**src/rtl/riscv_pkg.sv**
```systemverilog
// riscv_pkg: shared encodings for the RV32I pipeline.
package riscv_pkg;
    localparam int XLEN = 32;

    localparam logic [1:0] RES_ALU  = 2'b00;
    localparam logic [1:0] RES_LOAD = 2'b01;
    localparam logic [1:0] RES_PC4  = 2'b10;

    localparam logic [2:0] F3_LB  = 3'b000;
    localparam logic [2:0] F3_LH  = 3'b001;
    localparam logic [2:0] F3_LW  = 3'b010;
    localparam logic [2:0] F3_LBU = 3'b100;
    localparam logic [2:0] F3_LHU = 3'b101;
endpackage

```
**src/rtl/load_extend.sv**
```systemverilog
// load_extend: extracts and sign/zero-extends load data from a memory word.
module load_extend
    import riscv_pkg::*;
#(
    parameter int XLEN = riscv_pkg::XLEN
) (
    input  logic [XLEN-1:0] word,
    input  logic [1:0]      offset,
    input  logic [2:0]      funct3,
    output logic [XLEN-1:0] data,
    output logic            misalign
);
    logic [7:0]  loadByte;
    logic [15:0] loadHalf;
    logic        isHalf, isByte;

    always_comb begin
        loadByte = word[{offset, 3'b000} +: 8];
        loadHalf = word[{offset[1], 4'b0000} +: 16];
        isByte   = (funct3 == F3_LB) || (funct3 == F3_LBU);
        isHalf   = (funct3 == F3_LH) || (funct3 == F3_LHU);
        // Unlisted funct3 encodings fall through to a full-word load.
        data     = (funct3 == F3_LB)  ? {{(XLEN-8){loadByte[7]}}, loadByte} :
                   (funct3 == F3_LBU) ? {{(XLEN-8){1'b0}}, loadByte} :
                   (funct3 == F3_LH)  ? {{(XLEN-16){loadHalf[15]}}, loadHalf} :
                   (funct3 == F3_LHU) ? {{(XLEN-16){1'b0}}, loadHalf} : word;
        misalign = isByte ? 1'b0 : isHalf ? offset[0] : (offset != 2'b00);
    end
endmodule

```
**src/rtl/writeback_stage.sv**
```systemverilog
// writeback_stage: MEM/WB register, load extraction, result select, write gating
// and retired-instruction counter.
module writeback_stage
    import riscv_pkg::*;
#(
    parameter int XLEN      = riscv_pkg::XLEN,
    parameter int RET_CNT_W = 64
) (
    input  logic                 clk,
    input  logic                 rst_n,
    input  logic                 StallW,
    input  logic                 FlushW,
    input  logic                 ValidM,
    input  logic                 RegWriteM,
    input  logic [1:0]           ResultSrcM,
    input  logic [2:0]           Funct3M,
    input  logic [4:0]           RdM,
    input  logic [XLEN-1:0]      ALUResultM,
    input  logic [XLEN-1:0]      ReadDataM,
    input  logic [XLEN-1:0]      PCPlus4M,
    output logic                 RegWriteW,
    output logic [4:0]           RdW,
    output logic [XLEN-1:0]      ResultW,
    output logic                 ValidW,
    output logic                 LoadMisalignW,
    output logic [RET_CNT_W-1:0] InstRetW
);
    logic            regWrite;
    logic [1:0]      resultSrc;
    logic [2:0]      funct3;
    logic [XLEN-1:0] aluResult, readData, pcPlus4, loadData;
    logic            misalign;

    always_ff @(posedge clk or negedge rst_n) begin
        if (!rst_n) begin
            ValidW    <= 1'b0;
            regWrite  <= 1'b0;
            resultSrc <= '0;
            funct3    <= '0;
            RdW       <= '0;
            aluResult <= '0;
            readData  <= '0;
            pcPlus4   <= '0;
            InstRetW  <= '0;
        end else begin
            // Retire is judged on the outgoing instruction, so a flush does not cancel it.
            if (ValidW && !StallW)
                InstRetW <= InstRetW + 1'b1;
            if (FlushW) begin
                ValidW    <= 1'b0;
                regWrite  <= 1'b0;
                resultSrc <= '0;
                funct3    <= '0;
                RdW       <= '0;
                aluResult <= '0;
                readData  <= '0;
                pcPlus4   <= '0;
            end else if (!StallW) begin
                ValidW    <= ValidM;
                regWrite  <= RegWriteM;
                resultSrc <= ResultSrcM;
                funct3    <= Funct3M;
                RdW       <= RdM;
                aluResult <= ALUResultM;
                readData  <= ReadDataM;
                pcPlus4   <= PCPlus4M;
            end
        end
    end

    load_extend #(.XLEN(XLEN)) uExtend (
        .word    (readData),
        .offset  (aluResult[1:0]),
        .funct3  (funct3),
        .data    (loadData),
        .misalign(misalign)
    );

    always_comb begin
        ResultW       = (resultSrc == RES_LOAD) ? loadData :
                        (resultSrc == RES_PC4)  ? pcPlus4 : aluResult;
        LoadMisalignW = ValidW && (resultSrc == RES_LOAD) && misalign;
        RegWriteW     = ValidW && regWrite && (RdW != 5'd0) && !LoadMisalignW;
    end
endmodule

```
**config.mk**
```make
export PLATFORM = sky130hd
export DESIGN_NAME = writeback_stage
export DESIGN_NICKNAME = d
export VERILOG_FILES = /design/src/rtl/riscv_pkg.sv /design/src/rtl/load_extend.sv /design/src/rtl/writeback_stage.sv
export SDC_FILE = /design/constraint.sdc
export NUM_CORES = 1
export LEC_CHECK = 0
export ABC_AREA = 0
export CORE_UTILIZATION = 54
export CTS_CLUSTER_DIAMETER = 60
export DETAILED_ROUTE_END_ITERATION = 10
export PLACE_DENSITY_LB_ADDON = 0.15
export SETUP_SLACK_MARGIN = 0.15
export SYNTH_ARGS = -nofsm -noshare
export SYNTH_HDL_FRONTEND = slang
export SYNTH_SLANG_ARGS = --single-unit
```
**constraint.sdc**
```tcl
create_clock -name clk -period 5.7 [get_ports clk]
set_input_delay 1.14 -clock clk [delete_from_list [all_inputs] [get_ports clk]]
set_output_delay 1.14 -clock clk [all_outputs]
set_load 0.02 [all_outputs]
```
==> metrics.md, run 1 <==
| Metric | Value |
|---|---|
| CTS Sinks | 172 |
| CTS tree | done |
| Root Buffer | clkbuf_16 |
| Critical-path maximum fanout | 26 |
| Clock buffer count from CTS | 17 |
| Post-cts gate resize count | 0 |
| Area grow syn2layout | 32.1% |
| Slowest cell on crit path | dfrtp_1 |
| Critical path class | reg -> out |
| Status | completed |
| Die Footprint | 16900 sq um |
| Ys flop type | dfrtp_1 |
| Filler Cell Count | 1153 |
| Netlist Area Pre-Place | 8870 sq um |
| First-pass GRT wire length | 37600 microns |
| Drt first pass iters | 5 |
| Hold Path Class | reg -> reg |
| Number of synthesized flops with an enable pin | 0 |
| Post-CTS Hold Buffers | 0 |
| Final hold vios | 0 |
| CTS Buffer Depth | 2 |
| Place WS | 1740 ps |
| Final Instance Area | 11700 sq um |
| Tmin final | 4490 ps |
| Die height | 130 microns |
| Worst EP required | 4560 ps |
| Syn Nets | 958 |
| Clock Latency Late Sink | 430 ps |
| DRC errors left | 0 |
| Initial Util | 55.6% |
| Clock transition at path regs | 70 ps |
| Number of routed nets with antenna violations | 0 |
| Total Nets Final | 1146 |
| Layout Utilization | 73.5% |
| Die width | 130 microns |
| Synth warn | 0 |
| Via density | 5.86 |
| VDD IR max | 238 uV |
| Cells along the critical path | inv_1 > nor2_1 > a21o_1 > a22oi_1 > a221oi_1 > clkdlybuf4s50_1 |
| Pwr/cell area | 256 nW/um^2 |
| Final worst path period share | 78.8% |
| Area leader, netlist | dfrtp_1 |
| Initial antenna violation count | 0 |
| Clk_skew | 6.21 ps |
| Post-CTS Setup Repair Bufs | 0 |
| Largest net degree at the start of global routing | 109 |
| Leak | 5.33 nW |
| Port Buf Inserts | 215 |
| Worst-Margin Slew | 1170 ps |
| Fmax | 223 MHz |
| Hold_sp | InstRetW[39] |
| Detailed placer's ending HPWL | 16700 microns |
| CP startpoint kind | flop |
| FF-to-FF Start | InstRetW[2] |
| # H-tree levels | 4 |
| Antenna diodes | 0 |
| Placed Area | 11100 sq um |
| RSZ-0062 raised after global routing | no |
| Synthesized area per cell | 10.5 sq um |
| Overall Power | 3.00 mW |
| Grt ovf | 0 |
| CP arrival | 3350 ps |
| Yosys top cell area share | 48.5% |
| Crit. Startpoint | aluResult[1] |
| Worst path max stage delay | 880 ps |
| Routed WL per cell | 19.2 microns |
| Main area contributors after synthesis | dfrtp_1, mux2i_1, nor2_1 |
| Yosys reg bits | 172 |
| Initial DRC Count | 589 |
| Slew headroom | 22.0% |
| RePlAce Congestion | 0.911 |
| Vias post-DR | 7385 |
| Setup TNS | 0 ps |
| Final Setup Violations | 0 |
| Total GRT Usage | 29.5% |
| Final max-slew violation count | 0 |
| Syn Inst Count | 845 |
| Final WL | 24300 microns |
| Crit. End Element | output port |
| I/O pins | 216 |
| Distinct cells, synth | 49 |
| Post-layout worst setup margin | 1210 ps |
| Maxcap violations | 0 |
| Row Count | 46 |
| Seq/Total Area, Yosys | 48.5% |
| Core area | 15900 sq um |
| Share of async-settable or async-resettable flops after synthesis | 100% |
| Vias in the first global route | 7052 |
| Share of post-route cells with drive strength above 1 | 7.66% |
## per-stage QoR
step                hold slack (ps)  instances
finish                          487       1261
global placement                480       1230
floorplan                       485        845
global route                    498       1261
CTS                             491       1261
detailed placement              480       1230
## cells by family (layout without fill, tap and decap cells)
family | count (synthesis) | after routing | synth area share [%]
XOR/XNOR | 63 | 63 | 6.22
AO/OA/AOI/OAI | 92 | 92 | 7.42
adder cells (fa/ha/maj) | 1 | 1 | 0.141
buffers and inverters | 73 | 273 | 3.29
multiplexers | 146 | 146 | 17.4
AND/OR/NAND/NOR | 298 | 298 | 16.9
flip-flops | 172 | 172 | 48.5
## layout make-up
| cell class | count | area [sq um] | share of cell area (%) |
|---|---|---|---|
| multi-input cells | 600 | 4280 | 36.5 |
| flip-flops and latches | 172 | 4310 | 36.8 |
| clock inverters | 13 | 141 | 1.21 |
| repair buffers | 222 | 2200 | 18.8 |
| well taps | 216 | 270 | 2.31 |
| clock buffers | 18 | 439 | 3.75 |
| inverters | 20 | 75.1 | 0.641 |
## flip-flops by register name (all words and copies together), names as in the netlist
| register | cells |
|---|---|
| InstRetW | 64 |
| RdW | 5 |
| ValidW | 1 |
| aluResult | 32 |
| funct3 | 3 |
| pcPlus4 | 32 |
| readData | 32 |
| regWrite | 1 |
| resultSrc | 2 |
## cell usage after synthesis (3+ instances only)
| library cell | n |
|---|---|
| inv_1 | 20 |
| nand3_1 | 20 |
| a22oi_1 | 13 |
| nand4_1 | 16 |
| a22o_1 | 5 |
| dfrtp_1 | 172 |
| mux4_2 | 6 |
| nor4_1 | 8 |
| mux2i_1 | 132 |
| nor2b_1 | 7 |
| a221oi_1 | 29 |
| o21ai_0 | 26 |
| nor3_1 | 9 |
| or2_2 | 4 |
| clkbuf_1 | 43 |
| nand2b_1 | 6 |
| xor2_1 | 34 |
| nor2_1 | 159 |
| nor4_2 | 6 |
| nor4_4 | 3 |
| xnor2_1 | 29 |
| o22ai_1 | 7 |
| and3_1 | 7 |
| or4_1 | 4 |
| buf_1 | 6 |
| nand2_1 | 31 |
| nor3_2 | 4 |
| mux2_2 | 8 |
## worst max-delay path, delay by kind of cell, from the launching register on
kind | cells | cell delay (ps)
compound gates | 3 | 640
flops | 1 | 880
buf+inv | 2 | 980
simple gates | 1 | 420
## layer usage
| layer | wire, microns | vias up | track usage [%] |
|---|---|---|---|
| li1 | - | 3364 | - |
| met1 | 10300 | 3658 | 40.1 |
| met2 | 11300 | 327 | 45.7 |
| met3 | 2210 | 36 | 8.32 |
| met4 | 435 | 0 | 9.64 |
| met5 | 0 | - | 0 |
## layout by cell type (no fill, tap or decap), drive strengths merged, types with 3 or more instances in the layout
cell type and n:
or2 5, o22ai 7, nor3 13, nor2b 7
dfrtp 172, a221oi 29, nand2b 6, clkbuf 18
mux2 8, clkinvlp 3, nand2 31, mux2i 132
clkdlybuf4s50 212, a22oi 13, o21ai 26, clkinv 5
and3 7, buf 10, xor2 34, nor4 17
or4 4, nor2 159, nand3 21, mux4 6
nand4 19, xnor2 29, a22o 5, inv 23
## report_power, final
group          total [mW]  switching, mW  internal, mW
clock network        1.15          0.497         0.657
logic               0.493          0.243         0.250
registers            1.35         0.0752          1.28
## path summary, 6_finish.rpt
kind                       cells past startpoint      endpoint  slack (ps)
setup / recovery                               6    ResultW[9]        1210
hold / removal                                 1  InstRetW[39]         490
setup reg to reg                               5  InstRetW[63]        3070
hold reg to reg                                1  InstRetW[39]         490
max in group asynchronous                      2  resultSrc[0]        3780
min in group asynchronous                      1  aluResult[5]         700
No activity file was read; power rests on OpenSTA's default activity.
==> run 2: changes to the inputs <==
CORE_UTILIZATION = 45   (was 54)
clock period = 3.65 ns   (was 5.7 ns; I/O delays follow)
==> run 2 against run 1 <==
Effect of this change:
- hold slack worse by 180 ps
- critical path depth is 1 lower
- die area is 20% higher
- register-to-register slack worse by 1800 ps
- total power is 62% higher
- critical endpoint is now ResultW[25]
==> metrics.md, run 2 (same netlist as run 1, synthesis figures left out) <==
| Metric | Value |
|---|---|
| Final worst path period share | 94.0% |
| Clock Latency Late Sink | 430 ps |
| CP startpoint kind | flop |
| Status | completed |
| Final WL | 24800 microns |
| Largest net degree at the start of global routing | 109 |
| Final Instance Count excl. Fillers | 1315 |
| Antenna diodes | 0 |
| Commonest non-fill, non-tap cell in the layout | clkdlybuf4s50_1 |
| Crit path buf inv count | 1 |
| Filler Cell Count | 1654 |
| Final Setup Violations | 0 |
| Clock power share | 40.8% |
| Clock buffer count from CTS | 17 |
| Grt ovf | 0 |
| Post-layout worst setup margin | 219 ps |
| VDD IR max | 308 uV |
| Cells along the critical path | mux2_2 > a31o_2 > o21ai_0 > a221oi_1 > clkdlybuf4s50_1 |
| Via density | 5.46 |
| Initial Util | 46.6% |
| CTS tree | done |
| Combinational share of power | 16.3% |
| Core area | 19000 sq um |
| Final hold vios | 0 |
| Drt first pass iters | 5 |
| Critical-path maximum fanout | 16 |
| Final max-slew violation count | 0 |
| Slew headroom | 22.0% |
| Root Buffer | clkbuf_16 |
| Row Count | 50 |
| CTS Buffer Depth | 2 |
| Pwr/cell area | 406 nW/um^2 |
| I/O pins | 216 |
| Number of routed nets with antenna violations | 0 |
| Crit. End Element | output port |
| First-pass GRT wire length | 39200 microns |
| Critical path class | reg -> out |
| Total Nets Final | 1155 |
| Share of post-route cells with drive strength above 1 | 9.10% |
| RePlAce Congestion | 0.904 |
| Leak | 5.62 nW |
| Int Power | 3.55 mW |
| Worst-Margin Slew | 1170 ps |
| Hold Path Class | in -> async |
| Setup TNS | 0 ps |
| NetSw | 1.31 mW |
| Register share of total power | 42.9% |
| DRC errors left | 0 |
| RSZ-0062 raised after global routing | yes |
| Layout Utilization | 63.0% |
| Vias post-DR | 7186 |
| Initial DRC Count | 368 |
| Die width | 142 microns |
| Commonest non-fill, non-tap cells in the layout | clkdlybuf4s50_1, dfrtp_1, nor2_1, mux2i_1, xor2_1 |
| CTS Sinks | 172 |
| WHS | 302 ps |
| Max reg flops | 64 |
| Tmin final | 3430 ps |
| Clk_skew | 10.5 ps |
| Final Instance Area | 12000 sq um |
| Placed Area | 11300 sq um |
| Maxcap violations | 0 |
| Routed WL per cell | 18.9 microns |
| Initial antenna violation count | 2 |
| Register area | 4310 sq um |
| Register bank with the most flops | InstRetW |
| Sw Share | 27.0% |
| Overall Power | 4.86 mW |
| Placed cells | 1283 |
| Port Buf Inserts | 215 |
| Total GRT Usage | 25.4% |
| Detailed placer's ending HPWL | 17200 microns |
| Critical path's top delay family | compound AO/OA/AOI/OAI gates |
| Area grow syn2layout | 35.1% |
| Vias in the first global route | 7023 |
| Worst path max stage delay | 650 ps |
| Die Footprint | 20300 sq um |
| Clock transition at path regs | 70 ps |
| CP arrival | 2700 ps |
| Multi-input logic area | 4320 sq um |
| Worst EP required | 2920 ps |
| Slowest cell on crit path | clkdlybuf4s50_1 |
| Fmax | 291 MHz |
| Place WS | 507 ps |
| # H-tree levels | 4 |
| Die height | 142 microns |
[run 2: cell count changes in the layout (fill, tap and decap cells not counted), sizes merged, moves of 3 or more]
cell and change:
inv +3, clkdlybuf4s50 -17, dlymetal6s2s +16, buf +9
[run 2: power by group through the flow]
stage / registers (mW) / logic (mW) / clock network (mW)
floorplan: 2.12 / 0.393 / 0
global placement: 2.12 / 0.788 / 0
detailed placement: 2.12 / 0.797 / 0
CTS: 2.09 / 0.805 / 2.01
global route: 2.10 / 0.862 / 2.09
finish: 2.09 / 0.794 / 1.98
[run 2: worst paths after layout]
kind                       slack (ps)         start  depth (start not counted)           end
hold / removal                    300         rst_n                          1    pcPlus4[5]
setup reg to reg                 1270   InstRetW[0]                          6  InstRetW[58]
min in group clk                  480  InstRetW[63]                          1  InstRetW[63]
hold reg to reg                   480  InstRetW[63]                          1  InstRetW[63]
setup / recovery                  220  aluResult[1]                          5   ResultW[25]
max in group asynchronous        2490         rst_n                          2  InstRetW[32]
[run 2: metal layers]
metal  wire length [microns]  up-vias  GRT usage, %
met4                     337        4          7.02
met5                      23        -             0
met1                   11500     3539          36.2
met3                    1720       31          6.49
met2                   11200      228          38.1
li1                        -     3384             -
[run 2: cell type report]
type,instances,area share (%)
Clock buffer,18,3.58
Clock inverter,14,1.71
Inverter,20,0.626
Multi-Input combinational cell,600,36.0
Sequential cell,172,35.9
Tap cell,260,2.71
Timing Repair Buffer,231,19.4
[run 2: what timing repair did]
action,in CTS,in global routing
buffers inserted,0,0
setup endpoints to repair,6,31
gates resized for setup,6,21
hold buffers,0,0
==> run 3: changes to the inputs <==
clock period = 3 ns   (was 3.65 ns; I/O delays follow)
==> run 3 against run 2 <==
Effect of this change:
- non-clock buffer count grew 13
- sequential power grew 22%
- sequential share of layout area about the same
- final area rose by 0.13%
- total power increased by 16%
- routed wire length fell by 0.46%
- register-to-register slack got worse by 510 ps
- hold slack worse by 170 ps
- critical path depth increased by 2
- flip-flop and latch count did not move
- via count increased by 0.17%
- count of clock-buffer cells in the layout unchanged
- critical path type unchanged
==> metrics.md, run 3 (same netlist as run 1, synthesis figures left out) <==
| Metric | Value |
|---|---|
| Hold Path Class | in -> async |
| Slew headroom | 45.0% |
| Root Buffer | clkbuf_16 |
| I/O pins | 216 |
| Pwr/cell area | 471 nW/um^2 |
| Initial DRC Count | 432 |
| Total Nets Final | 1168 |
| Area grow syn2layout | 35.3% |
| Clock transition at path regs | 70 ps |
| Row Count | 50 |
| Sw Share | 28.2% |
| Share of post-route cells with drive strength above 1 | 13.3% |
| Clock power share | 37.9% |
| Max reg flops | 64 |
| Worst EP required | 2400 ps |
| Core area | 19000 sq um |
| Layout Utilization | 63.1% |
| Placed cells | 1290 |
| Commonest non-fill, non-tap cell in the layout | clkdlybuf4s50_1 |
| Overall Power | 5.65 mW |
| # H-tree levels | 4 |
| RePlAce Congestion | 0.827 |
| Via density | 5.42 |
| FF-to-FF Start | InstRetW[16] |
| Final Setup Violations | 0 |
| CP arrival | 2230 ps |
| Worst path max stage delay | 470 ps |
| Post-layout worst setup margin | 170 ps |
| Status | completed |
| Cells along the critical path | buf_4 > nand2b_4 > o22ai_1 > a221oi_1 > o21ai_0 > nand2_1 > dlygate4sd2_1 |
| Clk_skew | 15.8 ps |
| Final Instance Count excl. Fillers | 1328 |
| Largest net degree at the start of global routing | 110 |
| Detailed placer's ending HPWL | 17300 microns |
| Int Power | 4.05 mW |
| Initial Util | 46.6% |
| CTS Sinks | 172 |
| Port Buf Inserts | 215 |
| Final WL | 24700 microns |
| Total GRT Usage | 25.4% |
| Leak | 5.53 nW |
| Grt ovf | 0 |
| Combinational share of power | 17.1% |
| Final hold vios | 0 |
| Worst-Margin Slew | 825 ps |
| Crit. End Element | output port |
| Register bank with the most flops | InstRetW |
| Critical path's top delay family | buffers and inverters |
| First-pass GRT wire length | 39200 microns |
| Vias in the first global route | 7122 |
| Number of routed nets with antenna violations | 0 |
| Die width | 142 microns |
| Final worst path period share | 94.3% |
| CTS tree | done |
| CTS Buffer Depth | 2 |
| Setup TNS | 0 ps |
| Antenna diodes | 0 |
| Crit path buf inv count | 2 |
| Maxcap violations | 0 |
| Place WS | 142 ps |
| Die Footprint | 20300 sq um |
| Die height | 142 microns |
| Final max-slew violation count | 0 |
| DRC errors left | 0 |
| Initial antenna violation count | 0 |
| Routed WL per cell | 18.6 microns |
| RSZ-0062 raised after global routing | yes |
| CP startpoint kind | flop |
| VDD IR max | 398 uV |
| Tmin final | 2830 ps |
| Fmax | 353 MHz |
| Critical-path maximum fanout | 11 |
| Clock Latency Late Sink | 430 ps |
| Clock buffer count from CTS | 17 |
| Register share of total power | 45.0% |
| Slowest cell on crit path | dfrtp_2 |
| Commonest non-fill, non-tap cells in the layout | clkdlybuf4s50_1, dfrtp_1, nor2_1, mux2i_1, xor2_1 |
| Critical path class | reg -> out |
| Vias post-DR | 7198 |
| NetSw | 1.60 mW |
| Drt first pass iters | 5 |
| Crit. Startpoint | funct3[1] |
run 3: power by group through the flow:
stage	Combinational [mW]	Clock [mW]	Sequential, mW
2_1_floorplan	0.478	0	2.57
3_3_place_gp	0.976	0	2.58
3_5_place_dp	0.983	0	2.58
4_1_cts	0.965	2.19	2.54
5_1_grt	1.05	2.29	2.56
6_report	0.968	2.14	2.54
run 3: through the flow:
| stage | area, sq um | hold WS (ps) |
|---|---|---|
| 2_1_floorplan | 8870 | 304 |
| 3_3_place_gp | 11400 | 464 |
| 3_5_place_dp | 11400 | 472 |
| 4_1_cts | 12000 | 141 |
| 5_1_grt | 12000 | 155 |
| 6_report | 12000 | 129 |
run 3: repair_timing:
item / in CTS / in global routing
gates resized for setup: 117 / 33
hold buffers: 0 / 0
cloned: 1 / 0
setup buffers: 3 / 2
pin swaps: 1 / 5
endpoints found under the setup margin: 34 / 27
run 3: routing by layer:
layer	track usage [%]	share of wire [%]
met2	38.9	45
met4	8.89	2.1
met3	5.92	6.2
met1	35.2	47
met5	0	0
run 3: final timing paths:
check / end / slack [ps] / depth (start not counted)
min in group clk: InstRetW[63] / 480 / 1
setup / recovery: ResultW[2] / 170 / 7
max in group asynchronous: aluResult[1] / 2130 / 2
setup reg to reg: InstRetW[33] / 760 / 5
hold reg to reg: InstRetW[63] / 480 / 1
hold / removal: pcPlus4[6] / 130 / 1
run 3: layout make-up:
class	count	area (sq um)
well taps	260	325
repair buffers	244	2370
flip-flops and latches	172	4310
inverters	20	75.1
fillers	1635	7020
multi-input cells	600	4360
clock buffers	18	429
clock inverters	14	136
run 3: worst register-to-register path, cell delays in order, from the launching register on:
cell	delay [ps]
dfrtp_1	440
nand3_1	200
nor4_4	560
nand4b_1	420
nor4_1	370
xor2_1	170
==> RTL edit 1, RTL diff (settings of run 1) <==
The package constant `XLEN` goes from 32 to 64.
--- a/src/rtl/riscv_pkg.sv
+++ b/src/rtl/riscv_pkg.sv
@@ -2,3 +2,3 @@
 package riscv_pkg;
-    localparam int XLEN = 32;
+    localparam int XLEN = 64;
 
Ports: changed (resized ALUResultM, PCPlus4M, ReadDataM and ResultW); port bits go from 216 to 344. No check against the original RTL was run, so the function may have changed too.
==> RTL edit 1 against run 1 <==
Die area is 52% higher. Non-clock buffer count grew 133. Power up 62%. Utilization is 0.69 points higher. Sequential share of layout area increased by 0.24 points. Register-to-register slack worse by 0.06 ns. Wire length grew 67%. Clock skew up 0.0038 ns. Via count grew 55%. Setup slack got worse by 0.46 ns. Synthesized area grew 53%. Sequential cell count increased by 96. Cell area is 55% higher. Largest power group unchanged.
==> RTL edit 1: results (changes against run 1) <==
yosys.area_share.adder: 0.000924  # was 0.00141
drtIter0Drc: 1043  # was 589
peakVddDrop_v: 0.000222  # was 0.000238 V
routed_wl_mm: 40.6  # was 24.3 mm
dp.cells: 1889  # was 1230
dieArea_um2: 25700  # was 16900 um2
grt_pass1_wl_mm: 63.5  # was 37.6 mm
fin_skew_ns: 0.0100  # was 0.00621 ns
switching_share: 0.269  # was 0.272
first_global_vias: 11500  # was 7052
wl_per_cell_um: 20.8  # was 19.2 um
synthCells: 1307  # was 845
status: "complete, no violations"  # unchanged
min_from: "InstRetW[14]"  # was InstRetW[39]
n_fill_cell: 1752  # was 1153
placed_area_um2: 17200  # was 11100 um2
place_hpwl_mm: 26.8  # was 16.7 mm
yosys-top-cells-count: "nor2_1, dfrtp_1, mux2i_1"  # was dfrtp_1, nor2_1, mux2i_1
clk_latency_ns: 0.55  # was 0.43 ns
grt_util_all_layers: 0.313  # was 0.295
cts_buffers: 30  # was 17
fin_nets: 1806  # was 1146
final_area_um2: 18100  # was 11700 um2
cp_max_fo: 50  # was 26
startpoint: "funct3[0]"  # was aluResult[1]
slew_headroom: 0.183  # was 0.220
synth_compound_area_frac: 0.0811  # was 0.0742
synth_area_leaders: "dfrtp_1, mux2i_1, nor2_1"  # unchanged
grt_max_degree: 112  # was 109
clock_power_share: 0.388  # was 0.385
portBuffers: 343  # was 215
muxShareOfSynthArea: 0.209  # was 0.174
leakagePower_nw: 8.09  # was 5.33 nW
## RTL edit 1: changes by cell type after synthesis, moves of 8 or more
cell      before  now
nor2_1       159  288
mux2i_1      132  260
dfrtp_1      172  268
a221oi_1      29   61
o21ai_0       26   56
clkbuf_1      43   67
buf_1          6   25
xnor2_1       29   39
xor2_1        34   24
nand3_1       20   28
## RTL edit 1: final cells by class
class                   count  share of cell area
multi-input cells         929               0.355
clock inverters             4             0.00124
well taps                 324              0.0223
flip-flops and latches    268               0.370
diodes                      8             0.00110
inverters                  13             0.00269
clock buffers              50              0.0522
repair buffers            355               0.196
## RTL edit 1: kinds of logic after synthesis
kind of cell    Yosys count
buf+inv                 110
mux                     274
flops                   268
fa+ha+maj                 1
simple gates            435
compound gates          156
xor+xnor                 63
## RTL edit 1: final timing paths
path / endpoint / slack [ns] / cells after the start
min in group asynchronous: pcPlus4[19] / 0.61 / 1
min reg2reg: InstRetW[14] / 0.50 / 1
max reg2reg: InstRetW[50] / 3.01 / 5
max: ResultW[28] / 0.75 / 4
min: InstRetW[14] / 0.50 / 1
max in group asynchronous: aluResult[12] / 3.72 / 2
## RTL edit 1: critical path: cells and delay by family, from the launching register on
| family | cells | cell delay [ns] |
|---|---|---|
| AND/OR/NAND/NOR | 1 | 1.10 |
| flip-flops | 1 | 0.76 |
| AO/OA/AOI/OAI | 2 | 0.72 |
| buffers and inverters | 1 | 0.69 |
## RTL edit 1: per-layer routing
| metal | vias to the layer above | GRT usage | share of wire |
|---|---|---|---|
| li1 | 5217 | - | - |
| met1 | 5668 | 0.425 | 0.42 |
| met2 | 495 | 0.493 | 0.48 |
| met3 | 89 | 0.0612 | 0.074 |
| met4 | 2 | 0.135 | 0.033 |
| met5 | - | 0 | 0.00032 |
==> RTL edit 2, RTL diff (settings of run 1) <==
Without the edit above. Reset style: synchronous (`rst_n`), changed in one clocked block.
--- a/src/rtl/writeback_stage.sv
+++ b/src/rtl/writeback_stage.sv
@@ -33,3 +33,3 @@
 
-    always_ff @(posedge clk or negedge rst_n) begin
+    always_ff @(posedge clk) begin
         if (!rst_n) begin
Formal check against the unedited RTL: differs if rst_n is asserted again (counterexample within 4 cycles, from zero or initial values and one cycle with rst_n low); with rst_n held inactive, the same outputs for 10 cycles.
==> RTL edit 2 against run 1 <==
Setup slack worse by 0.097 ns. Worst hold slack got worse by 0.020 ns. Cell area shrank 2.5%. Sequential cell count stayed put. Critical path depth is the same. Die area is 3.8% lower. Wire length fell by 2.2%. Synthesized area is 3.9% lower. Power down 5.0%. Global-route usage down 0.39 points. Via count grew 6.9%.
==> RTL edit 2: results (changes against run 1) <==
ys_seq_area_frac: 0.404  # was 0.485
reg2reg_from: "InstRetW[0]"  # was InstRetW[2]
leakagePower_nw: 4.21  # was 5.33 nW
met1_usage: 0.327  # was 0.401
hold_path_depth: 2  # was 1
crit_path_top_delay_cell: "dfxtp_1"  # was dfrtp_1
timing.reg2reg.worst_path_depth: 6  # was 5
crit_family: "flip-flops"  # was buffers and inverters
drive_gt1_frac: 0.0777  # was 0.0766
synth_area_leaders: "dfxtp_1, mux2i_1, nor2_1"  # was dfrtp_1, mux2i_1, nor2_1
fin_nets: 1272  # was 1146
min_from: "InstRetW[63]"  # was InstRetW[39]
hold_path_end: "InstRetW[63]"  # was InstRetW[39]
yosys-top-cells-count: "dfxtp_1, nor2_1, mux2i_1"  # was dfrtp_1, nor2_1, mux2i_1
status: "complete, no violations"  # unchanged
rrSetupSlack_ns: 3.01  # was 3.07 ns
grt_pass1_wl_mm: 37.1  # was 37.6 mm
peakVddDrop_v: 0.000243  # was 0.000238 V
n_fill_cell: 1166  # was 1153
arrival_ns: 3.45  # was 3.35 ns
first_pass_iters: 6  # was 5
cp_max_fo: 22  # was 26
routed_wl_mm: 23.7  # was 24.3 mm
synth-async-reset-ratio: 0  # was 1.00
grt_util_all_layers: 0.291  # was 0.295
drtIter0Drc: 626  # was 589
slowest_delay_ns: 0.82  # was 0.88 ns
-- RTL edit 2: cells by family after synthesis --
family / Yosys count / synth area share
AO/OA/AOI/OAI: 151 / 0.100
XOR/XNOR: 29 / 0.0298
adder cells (fa/ha/maj): 1 / 0.00147
buffers and inverters: 82 / 0.0383
flip-flops: 172 / 0.404
multiplexers: 164 / 0.209
AND/OR/NAND/NOR: 385 / 0.217
-- RTL edit 2: worst register-to-register path, stage by stage, from the launching register on --
cell	delay, ns
dfxtp_1	0.39
ha_1	0.19
and4b_1	0.34
nand4_1	0.40
or4_1	0.78
or3_1	0.39
a21oi_1	0.13
-- RTL edit 2: worst max-delay path by stage --
stage,cells past startpoint,from,endpoint,slack [ns]
finish,6,aluResult[1],ResultW[11],1.11
global placement,6,aluResult[1],ResultW[10],1.64
CTS,6,aluResult[1],ResultW[11],1.16
floorplan,7,StallW,InstRetW[57],2.58
global route,6,aluResult[1],ResultW[10],0.87
detailed placement,6,aluResult[1],ResultW[15],1.62
-- RTL edit 2: final cells by class --
cell class	instances	area (um2)	area share
tap	211	264	0.0231
timing repair buffer	226	2240	0.196
sequential	172	3450	0.302
multi-input combinational	730	4760	0.417
clock buffer	21	480	0.0421
inverter	12	45.0	0.00394
clock inverter	10	186	0.0163
-- RTL edit 2: where the power goes --
part	internal [mW]	switching, mW	total [mW]	leakage, nW
clock	0.823	0.472	1.29	0.317
combinational	0.163	0.131	0.295	2.49
sequential	1.23	0.0314	1.26	1.40
-- RTL edit 2: per-layer routing --
metal	part of all wire	routed length [um]	up-vias
met5	0	0	-
met4	0.030	723	0
met3	0.069	1640	42
met2	0.51	12200	310
met1	0.39	9210	3689
li1	-	-	3857
-- RTL edit 2: through the flow --
stage	std cells	hold WS, ns	util	cell area [um2]
2_1_floorplan	984	0.459	-	8520
3_3_place_gp	1351	0.455	0.702	10800
3_5_place_dp	1351	0.464	0.702	10800
4_1_cts	1382	0.474	0.746	11400
5_1_grt	1382	0.498	0.746	11400
6_report	1382	0.466	0.746	11400
